### src/rtl/seven_seg_pkg.sv
// ============================================================================
// Module      : seven_seg_pkg
// Description : Shared seven-segment encodings: segment bit positions, glyph
//               table, receiver FSM states and anode helpers.
// Revision    : 1.0 - initial release
// ============================================================================
`default_nettype none

package seven_seg_pkg;

    typedef enum logic [1:0] {
        ST_BLANK  = 2'd0,
        ST_SETTLE = 2'd1,
        ST_HELD   = 2'd2
    } seg_state_e;

    localparam int SEG_A  = 0;
    localparam int SEG_B  = 1;
    localparam int SEG_C  = 2;
    localparam int SEG_D  = 3;
    localparam int SEG_E  = 4;
    localparam int SEG_F  = 5;
    localparam int SEG_G  = 6;
    localparam int SEG_DP = 7;

    // Active-high gfedcba pattern for each hex nibble.
    function automatic logic [6:0] glyph_of(input logic [3:0] val);
        logic [6:0] g;
        case (val)
            4'h0:    g = 7'h3F;
            4'h1:    g = 7'h06;
            4'h2:    g = 7'h5B;
            4'h3:    g = 7'h4F;
            4'h4:    g = 7'h66;
            4'h5:    g = 7'h6D;
            4'h6:    g = 7'h7D;
            4'h7:    g = 7'h07;
            4'h8:    g = 7'h7F;
            4'h9:    g = 7'h6F;
            4'hA:    g = 7'h77;
            4'hB:    g = 7'h7C;
            4'hC:    g = 7'h39;
            4'hD:    g = 7'h5E;
            4'hE:    g = 7'h79;
            default: g = 7'h71;
        endcase
        return g;
    endfunction

    function automatic logic anode_onehot_low(input logic [3:0] an);
        logic [3:0] act;
        act = ~an;
        return (act != 4'd0) && ((act & (act - 4'd1)) == 4'd0);
    endfunction

    function automatic logic [1:0] anode_index(input logic [3:0] an);
        logic [1:0] idx;
        idx = 2'd0;
        for (int i = 3; i >= 0; i--) begin
            if (!an[i]) idx = 2'(i);
        end
        return idx;
    endfunction

endpackage

`default_nettype wire

### src/rtl/seven_seg_glyph_dec.sv
// ============================================================================
// Module      : seven_seg_glyph_dec
// Description : Combinational active-high segment pattern to hex nibble decoder.
// Revision    : 1.0 - initial release
// ============================================================================
`default_nettype none

module seven_seg_glyph_dec
    import seven_seg_pkg::*;
(
    input  logic [6:0] segs,
    output logic [3:0] value,
    output logic       legal
);

    always_comb begin
        value = 4'd0;
        legal = 1'b0;
        for (int v = 0; v < 16; v++) begin
            if (glyph_of(4'(v)) == segs) begin
                value = 4'(v);
                legal = 1'b1;
            end
        end
    end

endmodule

`default_nettype wire

### src/rtl/seven_seg_rx.sv
// ============================================================================
// Module      : seven_seg_rx
// Description : Samples a multiplexed seven-segment display bus and recovers
//               the per-digit hex values, decimal points and validity.
// Revision    : 1.0 - initial release
// ============================================================================
`default_nettype none

module seven_seg_rx
    import seven_seg_pkg::*;
#(
    parameter int STABLE_CYCLES  = 4,
    parameter int TIMEOUT_CYCLES = 1024
) (
    input  logic        clk,
    input  logic        rstn,
    input  logic [7:0]  seven_seg,
    input  logic [3:0]  anode,
    output logic [15:0] digits,
    output logic [3:0]  digit_valid,
    output logic [3:0]  dp,
    output logic        update,
    output logic        glyph_err
);

    localparam logic [7:0]  STABLE_C   = 8'(STABLE_CYCLES);
    localparam logic [15:0] TMO_MAX_C  = 16'(TIMEOUT_CYCLES);
    localparam logic [15:0] TMO_LAST_C = 16'(TIMEOUT_CYCLES - 1);

    // Sample layout: {anode[3:0], seven_seg[7:0]}
    logic [11:0]       sync1_q, sync2_q, prev_q;
    seg_state_e        state_q, state_d;
    logic [7:0]        cnt_q, cnt_d;
    logic [3:0][15:0]  tmo_q, tmo_d;
    logic [15:0]       digits_q, digits_d;
    logic [3:0]        valid_q, valid_d;
    logic [3:0]        dp_q, dp_d;
    logic              update_q, update_d;
    logic              glyph_err_q, glyph_err_d;

    logic              changed, onehot, accept, legal;
    logic [3:0]        value;
    logic [1:0]        idx;

    assign changed = (sync2_q != prev_q);
    assign onehot  = anode_onehot_low(sync2_q[11:8]);
    assign idx     = anode_index(prev_q[11:8]);

    seven_seg_glyph_dec u_dec (
        .segs  (~prev_q[SEG_G:SEG_A]),
        .value (value),
        .legal (legal)
    );

    // The counter tracks how many times prev_q has been seen in a row, so
    // the accepted pattern is prev_q, not the current sample.
    always_comb begin
        state_d = state_q;
        cnt_d   = cnt_q;
        accept  = 1'b0;
        case (state_q)
            ST_BLANK: begin
                if (onehot) begin
                    state_d = ST_SETTLE;
                    cnt_d   = 8'd1;
                end
            end
            ST_SETTLE, ST_HELD: begin
                if (state_q == ST_SETTLE) begin
                    if (cnt_q == STABLE_C) begin
                        accept  = 1'b1;
                        state_d = ST_HELD;
                    end else begin
                        cnt_d = cnt_q + 8'd1;
                    end
                end
                if (changed) begin
                    if (onehot) begin
                        state_d = ST_SETTLE;
                        cnt_d   = 8'd1;
                    end else begin
                        state_d = ST_BLANK;
                        cnt_d   = 8'd0;
                    end
                end
            end
            default: begin
                state_d = ST_BLANK;
                cnt_d   = 8'd0;
            end
        endcase
    end

    // Timeouts are applied first so that an accept on the same digit wins.
    always_comb begin
        digits_d    = digits_q;
        valid_d     = valid_q;
        dp_d        = dp_q;
        tmo_d       = tmo_q;
        glyph_err_d = 1'b0;
        for (int i = 0; i < 4; i++) begin
            if (tmo_q[i] != TMO_MAX_C) tmo_d[i] = tmo_q[i] + 16'd1;
            if (tmo_q[i] == TMO_LAST_C) valid_d[i] = 1'b0;
        end
        if (accept) begin
            if (legal) begin
                digits_d[{idx, 2'b00} +: 4] = value;
                dp_d[idx]                   = ~prev_q[SEG_DP];
                valid_d[idx]                = 1'b1;
                tmo_d[idx]                  = 16'd0;
            end else begin
                glyph_err_d  = 1'b1;
                valid_d[idx] = 1'b0;
            end
        end
        update_d = (digits_d != digits_q) || (dp_d != dp_q) || (valid_d != valid_q);
    end

    always_ff @(posedge clk or negedge rstn) begin
        if (!rstn) begin
            sync1_q     <= '1;
            sync2_q     <= '1;
            prev_q      <= '1;
            state_q     <= ST_BLANK;
            cnt_q       <= 8'd0;
            tmo_q       <= '0;
            digits_q    <= 16'd0;
            valid_q     <= 4'd0;
            dp_q        <= 4'd0;
            update_q    <= 1'b0;
            glyph_err_q <= 1'b0;
        end else begin
            sync1_q     <= {anode, seven_seg};
            sync2_q     <= sync1_q;
            prev_q      <= sync2_q;
            state_q     <= state_d;
            cnt_q       <= cnt_d;
            tmo_q       <= tmo_d;
            digits_q    <= digits_d;
            valid_q     <= valid_d;
            dp_q        <= dp_d;
            update_q    <= update_d;
            glyph_err_q <= glyph_err_d;
        end
    end

    assign digits      = digits_q;
    assign digit_valid = valid_q;
    assign dp          = dp_q;
    assign update      = update_q;
    assign glyph_err   = glyph_err_q;

endmodule

`default_nettype wire

### config.mk
export PLATFORM = sky130hd
export DESIGN_NAME = seven_seg_rx
export DESIGN_NICKNAME = d
export VERILOG_FILES = /design/src/rtl/seven_seg_pkg.sv /design/src/rtl/seven_seg_glyph_dec.sv /design/src/rtl/seven_seg_rx.sv
export SDC_FILE = /design/constraint.sdc
export NUM_CORES = 1
export LEC_CHECK = 0
export CAP_MARGIN = 30
export CORE_MARGIN = 2
export CORE_UTILIZATION = 62
export CTS_BUF_LIST = sky130_fd_sc_hd__clkbuf_4 sky130_fd_sc_hd__clkbuf_8
export DETAILED_ROUTE_END_ITERATION = 16
export MAX_ROUTING_LAYER = met4
export PLACE_DENSITY = 0.79
export SYNTH_ARGS = -nofsm -noshare
export SYNTH_HDL_FRONTEND = slang
export SYNTH_SLANG_ARGS = --single-unit
export TNS_END_PERCENT = 20
### constraint.sdc
create_clock -name clk -period 3.3 [get_ports clk]
set_input_delay 0.495 -clock clk [delete_from_list [all_inputs] [get_ports clk]]
set_output_delay 0.495 -clock clk [all_outputs]
set_load 0.01 [all_outputs]
Word level (Yosys, flattened, before mapping)

Cells that the tools add are included.

Register bits: 136
Bits in writable memories: 0
ROM bits: 0
Output and inout bits: 26
Input bits: 14
Memories kept: 0
Latch bits: 0

Add/sub/neg operators: 7
$mul: 0
Equal/unequal tests: 35
$lt $le $gt $ge: 2
Mux-type cells: 74
Shift-type cells: 2
Bitwise operators: 9
Divide/modulo/power cells: 0
Reductions and logical operators: 10

Operators with widths:

| operator               | count |
|---|---|
| $mux 64                | 2 |
| $mux 16                | 7 |
| $eq 7x7->1 const A     | 12 |
| $add 16x1->16 const B  | 4 |
| $and 64x64->64         | 1 |
| $eq 16x10->1 const B   | 4 |
| $ne 16x11->1 const B   | 4 |
| $not 64->64            | 1 |
| $mux 4                 | 12 |
| $demux 16 s2           | 1 |
| $mux 8                 | 4 |
| $mux 1                 | 29 |
| $mux 2                 | 10 |
| $bwmux 16              | 1 |
| $ne 16x16->1           | 1 |
| $pmux 8 s2             | 1 |
| $shift 4x6->16 const A | 1 |
| $shiftx 4x6->16        | 1 |
| $eq 3x7->1 const A     | 2 |
| $eq 6x7->1 const A     | 2 |
| $mux 3                 | 4 |
| $ne 12x12->1           | 1 |
| $ne 3x3->1 const B     | 3 |
| $add 8x1->8 const B    | 1 |
| other kinds (24)       | 30 |

Depth between registers and ports, before layout

Gate-level depths: netlist of run 1.

Depth in word-level cells: 24
Mapped depth: 11
Gate-level depth less buffers: 10

Hierarchy

Synthesis of run 1 repeated with hierarchy kept, for this count alone.

Cell total of the unflattened synthesis: 721
Area, all modules: 7,006.7 sq um

By module, submodules not included:

| module              | times used | cells each | area an instance (sq um) |
|---|---|---|---|
| seven_seg_rx        | 1          | 668        | 6,646.4 |
| seven_seg_glyph_dec | 1          | 53         | 360.3 |

Worst setup path after synthesis of run 1

No wires, ideal clock.

Kind: reg-to-reg
Start: reg prev_q[10]
End: reg update_q, in the netlist update
Cell stages (with the launch flop): 10
Arrival time: 2.874 ns
Slack: 0.287 ns
Buffers on the path: 0
Library setup time: 0.138 ns
Required time: 3.162 ns
Cells stage by stage: dfstp_2 > nand2b_1 > a21o_1 > ha_1 > a2111oi_2 > nand2_1 > xnor2_1 > a2111oi_0 > o221ai_1 > or4_1

Word-level cells in the longest chain between the ends: 13

RTL lines:

| element                                                           | line                | source |
|---|---|---|
| start: declaration                                                | seven_seg_rx.sv:31  | `logic [11:0] sync1_q, sync2_q, prev_q;` |
| start signal: assignment                                          | seven_seg_rx.sv:135 | `prev_q <= sync2_q;` |
| $mux 2 (*) (3 in a row)                                           | seven_seg_pkg.sv:60 | `if (!an[i]) idx = 2'(i);` |
| parallel branches: the longest is 9 deep, another holds $neg 4->6 | -                   |  |
| $logic_or 1x1->1 (*)                                              | seven_seg_rx.sv:116 | `update_d = (digits_d != digits_q) \|\| (dp_d != dp_q) \|\| (valid_d != valid_q);` |
| named net update_d                                                | seven_seg_rx.sv:38  | `logic update_q, update_d;` |
| end signal: assignment                                            | seven_seg_rx.sv:142 | `update_q <= update_d;` |
| end: declaration                                                  | seven_seg_rx.sv:38  |  |

Mark *: on every way through the listed nets, which the timed path passes.
A chain may end at the register's enable or synchronous reset.

Worst setup path in the final report of run 1

Ends and elaborated chain as after synthesis.

==> flow_summary.toml, run 1 <==
[run_status]
status = "finished, final reports clean"

[finish]
n_fill_cell = 805
n_antenna_cell = 0
final_cell_mix = "dfrtp_1 (100), nor2_1 (95), nand2_1 (54), nand3_1 (47), xor2_1 (41)"
final_common_cell = "dfrtp_1"
fin_nets = 778
stdcell_count = 900
area_growth_pct = 13.60
drive_above_1_share_pct = 12.76

[sta]
setup_viol = 0
timing.final.crit_period_ps = 3148
grt_setup_unrepaired = "false"
relSlewSlack_pct = 48.44
hold_violations = 0
fin_skew_ps = 13.32
hold_slack_ps = 357.3
tightest_slew_ps = 773.4
report.final.slew_viol_count = 0
layout_setup_ws_ps = 152.4
fmax_ghz = 0.3177
setup_tns_ps = 0
post-route-period-util_pct = 95.38

[place]
gp_congestion = 0.8706
placed_cells = 867
dp_hpwl_um = 9611
dpl_worst_slack_ps = 55.68
portBuffers = 39

[worst_setup_path]
startpoint_type = "flip-flop"
arrival_ps = 3470
cp_slowest_cell = "dfstp_2"
crit_path_end_kind = "flip-flop"
timing_worst_setup_path_type = "reg -> reg"
max_stage_delay_ps = 550
path_cells = "nand2b_1 -> a21o_1 -> ha_1 -> a2111oi_4 -> nand2_1 -> xnor2_1 -> a2111oi_0 -> o221ai_1 -> or4_1"
cp_max_fo = 6
cp.required_ps = 3620

[synthesis]
synth.yosys.warnings = 0
synth_xor_area_share_pct = 9.370
ys_seq_area_share_pct = 49.86
ys.flop_type = "dfrtp_1"
synth.area.mux_share_pct = 0.6151
synthesis.area_mm2 = 0.006917
synth_edf_count = 0
synthArstFlopShare_pct = 100.0
yosys.area_share.simple_pct = 24.28
synth_top_cell_area_share_pct = 36.18
syn_nets = 735
yosysUniqueCellTypes = 71
avgSynthCellArea_um2 = 9.825
synth_top_family_by_area = "simple AND/OR/NAND/NOR gates"
synth_area_leader_cell = "dfrtp_1"
ys_ff_latch = 136
synthCells = 704
synth_compound_area_share_pct = 9.117
yosys-top-cells-area = "dfrtp_1 (36%), dfstp_2 (14%), nor2_1 (5.2%), xor2_1 (5.2%), xnor2_1 (4.2%)"
synth_adder_area_share_pct = 3.075

[detailed_routing]
ant_nets = 0
drc_errors = 0
via_per_inst = 5.817
wirelength_um = 13830
vias = 5235
drtIter0Drc = 378
dr.pass1.iters = 5
wl_per_cell_um = 15.37

[job]
drv_cap = 0

[floorplanning]
rows = 38
start_util_pct = 63.80
io_pins = 40
die_area_mm2 = 0.01202
dieWidth_um = 109.6
die_y_um = 109.6
coreArea_mm2 = 0.01084

[clocking]
cts_tree = "done"
path_clk_slew_ps = 80
cts-root-buf = "clkbuf_8"
clk_path_buf_depth = 2
clock_sinks = 136
clk_latency_ps = 450
ctsHtreeMaxLevel = 4
cts-buffers-inserted = 17

[global_routing]
antenna_found_initial = 0
grt_pass1_wl_um = 23580
grt_start_max_net_pins = 53
grt_pass1_vias = 5006
grt-ovfl-total = 0
gr-usage-all-layers_pct = 26.15

[power]
p_leak_nw = 3.362
power.density_mw_per_mm2 = 432.4
ir_drop_mv = 0.4115

[worst_hold_path]
hold_path.class = "reg -> reg"
==> timing repair <==
| item | CTS | global route |
|---|---|---|
| hold buffers | 1 | 0 |
| setup buffers | 0 | 0 |
| hold endpoints to repair | 8 | 0 |
| endpoints found under the setup margin | 0 | 1 |
| gates resized for setup | 0 | 5 |
==> worst max-delay path, delay by kind of cell (launching register included) <==
family          cells  cell delay [ps]
flops               1              550
xor+xnor            1              150
compound gates      4             1160
simple gates        3              770
fa+ha+maj           1              380
==> synth_stat cells, drive strengths merged, types with 5 or more instances <==
cell type  count
nor2          96
xor2          41
inv           33
buf           14
nand2         54
dfrtp        100
and2           7
ha            17
nor2b          5
nand4         12
xnor2         33
a21oi         12
nor4b         10
and3          21
o31ai          5
dfstp         36
nand3b         5
nor4           7
nor3          19
nand2b        13
a22oi          5
o21ai         30
clkbuf        10
nand3         48
==> area by class of cell <==
class                   instances  area (um2)  share of cell area (%)
flip-flops and latches        136        3448                   43.89
well taps                     140       175.2                   2.229
inverters                      33       123.9                   1.576
multi-input cells             511        3244                   41.29
repair buffers                 48       470.5                   5.987
clock buffers                  18       247.7                   3.153
clock inverters                14       147.6                   1.879
==> flip-flops by register name (all words and copies together) (netlist names) <==
register,flops
digits,16
dp,4
tmo_q,64
glyph_err,1
cnt_q,8
prev_q,12
digit_valid,4
state_q,2
sync1_q,12
update,1
sync2_q,12
==> report_power, final <==
group          internal, mW  switching (mW)
logic                 0.110           0.156
registers              1.72          0.0512
clock network         0.694           0.665
total                  2.53           0.872
==> metal layers <==
layer | GRT usage [%] | vias up | share of wire [%]
li1 | - | 2522 | -
met1 | 34.32 | 2569 | 46
met2 | 39.59 | 126 | 48
met3 | 6.817 | 18 | 4.6
met4 | 9.132 | 0 | 1.6
met5 | - | - | 0
==> through the flow <==
step | instance area, um2 | util, % | total power [mW]
6_report | 7858 | 72.48 | 3.398
5_1_grt | 7858 | 72.48 | 3.559
4_1_cts | 7826 | 72.20 | 3.427
3_5_place_dp | 7421 | 68.46 | 2.061
3_3_place_gp | 7421 | 68.46 | 2.045
2_1_floorplan | 6917 | - | 1.954
==> final timing paths <==
| kind | from | to | slack [ps] | cells after the start |
|---|---|---|---|---|
| min in group asynchronous | rstn | tmo_q[33] | 550 | 2 |
| worst max register to register | prev_q[10] | update | 150 | 9 |
| worst min-delay path | sync1_q[8] | sync2_q[8] | 360 | 0 |
| worst max-delay path | prev_q[10] | update | 150 | 9 |
| worst min register to register | sync1_q[8] | sync2_q[8] | 360 | 0 |
| max in group asynchronous | rstn | sync2_q[8] | 1790 | 3 |
==> kinds of logic (layout without fill, tap and decap cells) <==
logic type      count (synthesis)  in the layout
xor+xnor                       74             74
buf+inv                        57            113
mux                             4              4
flops                         136            136
simple gates                  324            324
fa+ha+maj                      17             17
compound gates                 92             92
Note: power is estimated with default switching activity, not from simulation.
==> run 2, diff against run 1 <==
--- a/config.mk
+++ b/config.mk
@@ -6,7 +6,7 @@
 export NUM_CORES = 1
 export LEC_CHECK = 0
 export CAP_MARGIN = 30
-export CORE_MARGIN = 2
+export CORE_MARGIN = 3
 export CORE_UTILIZATION = 62
 export CTS_BUF_LIST = sky130_fd_sc_hd__clkbuf_4 sky130_fd_sc_hd__clkbuf_8
 export DETAILED_ROUTE_END_ITERATION = 16
==> run 2 against run 1 <==
Setup slack better by 30 ps. Final cell count down 0.44%. Power down 0.39%. Sequential power about the same. Die area up 3.7%. Sequential cell count unchanged. Critical path depth unchanged. Utilization up 1.5 points. Critical endpoint unchanged. Largest cell class unchanged.
==> flow_summary.toml, run 2 (same netlist as run 1, synthesis figures left out) <==
[sta]
grt_setup_unrepaired = "false"
report.final.slew_viol_count = 0
fmax_ghz = 0.3208
post-route-period-util_pct = 94.46
setup_viol = 0
timing.final.crit_period_ps = 3117
hold_violations = 0
relSlewSlack_pct = 58.25
tightest_slew_ps = 626.2
setup_tns_ps = 0
fin_skew_ps = 13.95

[worst_setup_path]
rr_worst_depth = 9
cp_num_buf_inv = 0
max_stage_delay_ps = 550
crit_path_end_kind = "flip-flop"
cp.required_ps = 3620
path_cells = "nand2b_1 -> a21o_1 -> ha_1 -> a2111oi_4 -> nand2_1 -> xnor2_1 -> a2111oi_0 -> o221ai_1 -> or4_1"
arrival_ps = 3440
cp_slowest_cell = "dfstp_2"
cp_top_family = "compound AO/OA/AOI/OAI gates"
r2r-end = "update"
r2r_setup_slack_ps = 180
cp_max_fo = 5
startpoint_type = "flip-flop"
r2r_start = "prev_q[10]"
timing_worst_setup_path_type = "reg -> reg"

[global_routing]
grt-ovfl-total = 0
antenna_found_initial = 0
grt_pass1_vias = 5270
gr-usage-all-layers_pct = 25.10
grt_pass1_wl_um = 24870
grt_start_max_net_pins = 68

[clocking]
cts_tree = "done"
cts-buffers-inserted = 17
clk_latency_ps = 450
clock_sinks = 136
cts-root-buf = "clkbuf_8"
ctsHtreeMaxLevel = 4
clk_path_buf_depth = 2
path_clk_slew_ps = 80

[place]
portBuffers = 39
dp_hpwl_um = 10020
gp_congestion = 0.8925

[power]
power.density_mw_per_mm2 = 431.4
p_leak_nw = 3.364
ir_drop_mv = 0.4074
total_power_mw = 3.384

[worst_hold_path]
hold_path.class = "in -> async"

[detailed_routing]
dr.pass1.iters = 6
wirelength_um = 14390
via_per_inst = 5.946
wl_per_cell_um = 16.06
vias = 5328
drtIter0Drc = 429
drc_errors = 0
ant_nets = 0

[run_status]
status = "finished, final reports clean"

[job]
drv_cap = 0

[floorplanning]
start_util_pct = 65.24
die_y_um = 111.6
die_area_mm2 = 0.01246
dieWidth_um = 111.6
io_pins = 40
rows = 37
coreArea_mm2 = 0.01060

[finish]
final_common_cell = "dfrtp_1"
area_growth_pct = 13.42
final_cell_mix = "dfrtp_1 (100), nor2_1 (96), nand2_1 (54), nand3_1 (47), xor2_1 (41)"
fin_nets = 778
largest_reg_flops = 64
n_antenna_cell = 0
drive_above_1_share_pct = 12.89
top_register = "tmo_q"
run 2: cell count changes in the layout (fill, tap and decap cells not counted), sizes merged:
| cell | delta |
|---|---|
| clkinv | -4 |
| dlygate4sd3 | -1 |
| inv | +4 |
| buf | +1 |
run 2: stage by stage:
stage,util [%],setup slack [ps],cell area [um2],hold slack [ps],instances
after global placement,69.95,112.9,7416,346.0,863
after floorplan,-,287.4,6917,199.4,704
after CTS,73.60,13.99,7802,4.632,895
after detailed placement,69.95,31.70,7416,346.8,863
final,74.00,182.7,7845,5.656,896
after global routing,74.00,34.95,7845,17.60,896
run 2: power breakdown:
| group | switching, mW | internal, mW |
|---|---|---|
| Sequential | 0.0498 | 1.72 |
| Combinational | 0.155 | 0.110 |
| Clock | 0.664 | 0.684 |
| Total | 0.868 | 2.52 |
run 2: how the worst max path moves through the flow:
| stage | from | endpoint | depth (start not counted) |
|---|---|---|---|
| after floorplan | prev_q[10] | update | 9 |
| final | prev_q[10] | update | 9 |
| after detailed placement | prev_q[10] | update | 9 |
| after global placement | prev_q[10] | update | 9 |
| after CTS | prev_q[10] | update | 9 |
| after global routing | prev_q[10] | update | 9 |
run 2: area by class of cell:
class | count | area, um2
inverter | 33 | 123.9
clock buffer | 18 | 241.5
timing repair buffer | 48 | 467.9
sequential | 136 | 3448
multi-input combinational | 511 | 3248
clock inverter | 14 | 145.1
tap | 136 | 170.2
fill | 780 | 2756
run 2: per-layer routing:
metal | up-vias | wire length (um) | share of wire (%) | GRT usage, %
li1 | 2526 | - | - | -
met2 | 158 | 6941 | 48 | 39.53
met3 | 23 | 710 | 4.9 | 5.326
met1 | 2621 | 6482 | 45 | 32.22
met5 | - | 0 | 0 | -
met4 | 0 | 258 | 1.8 | 9.327
run 2: timing repair:
| action | CTS | global route |
|---|---|---|
| setup endpoints to repair | 0 | 1 |
| resized for setup | 0 | 5 |
| hold buffers | 0 | 0 |
| buffers inserted | 0 | 1 |
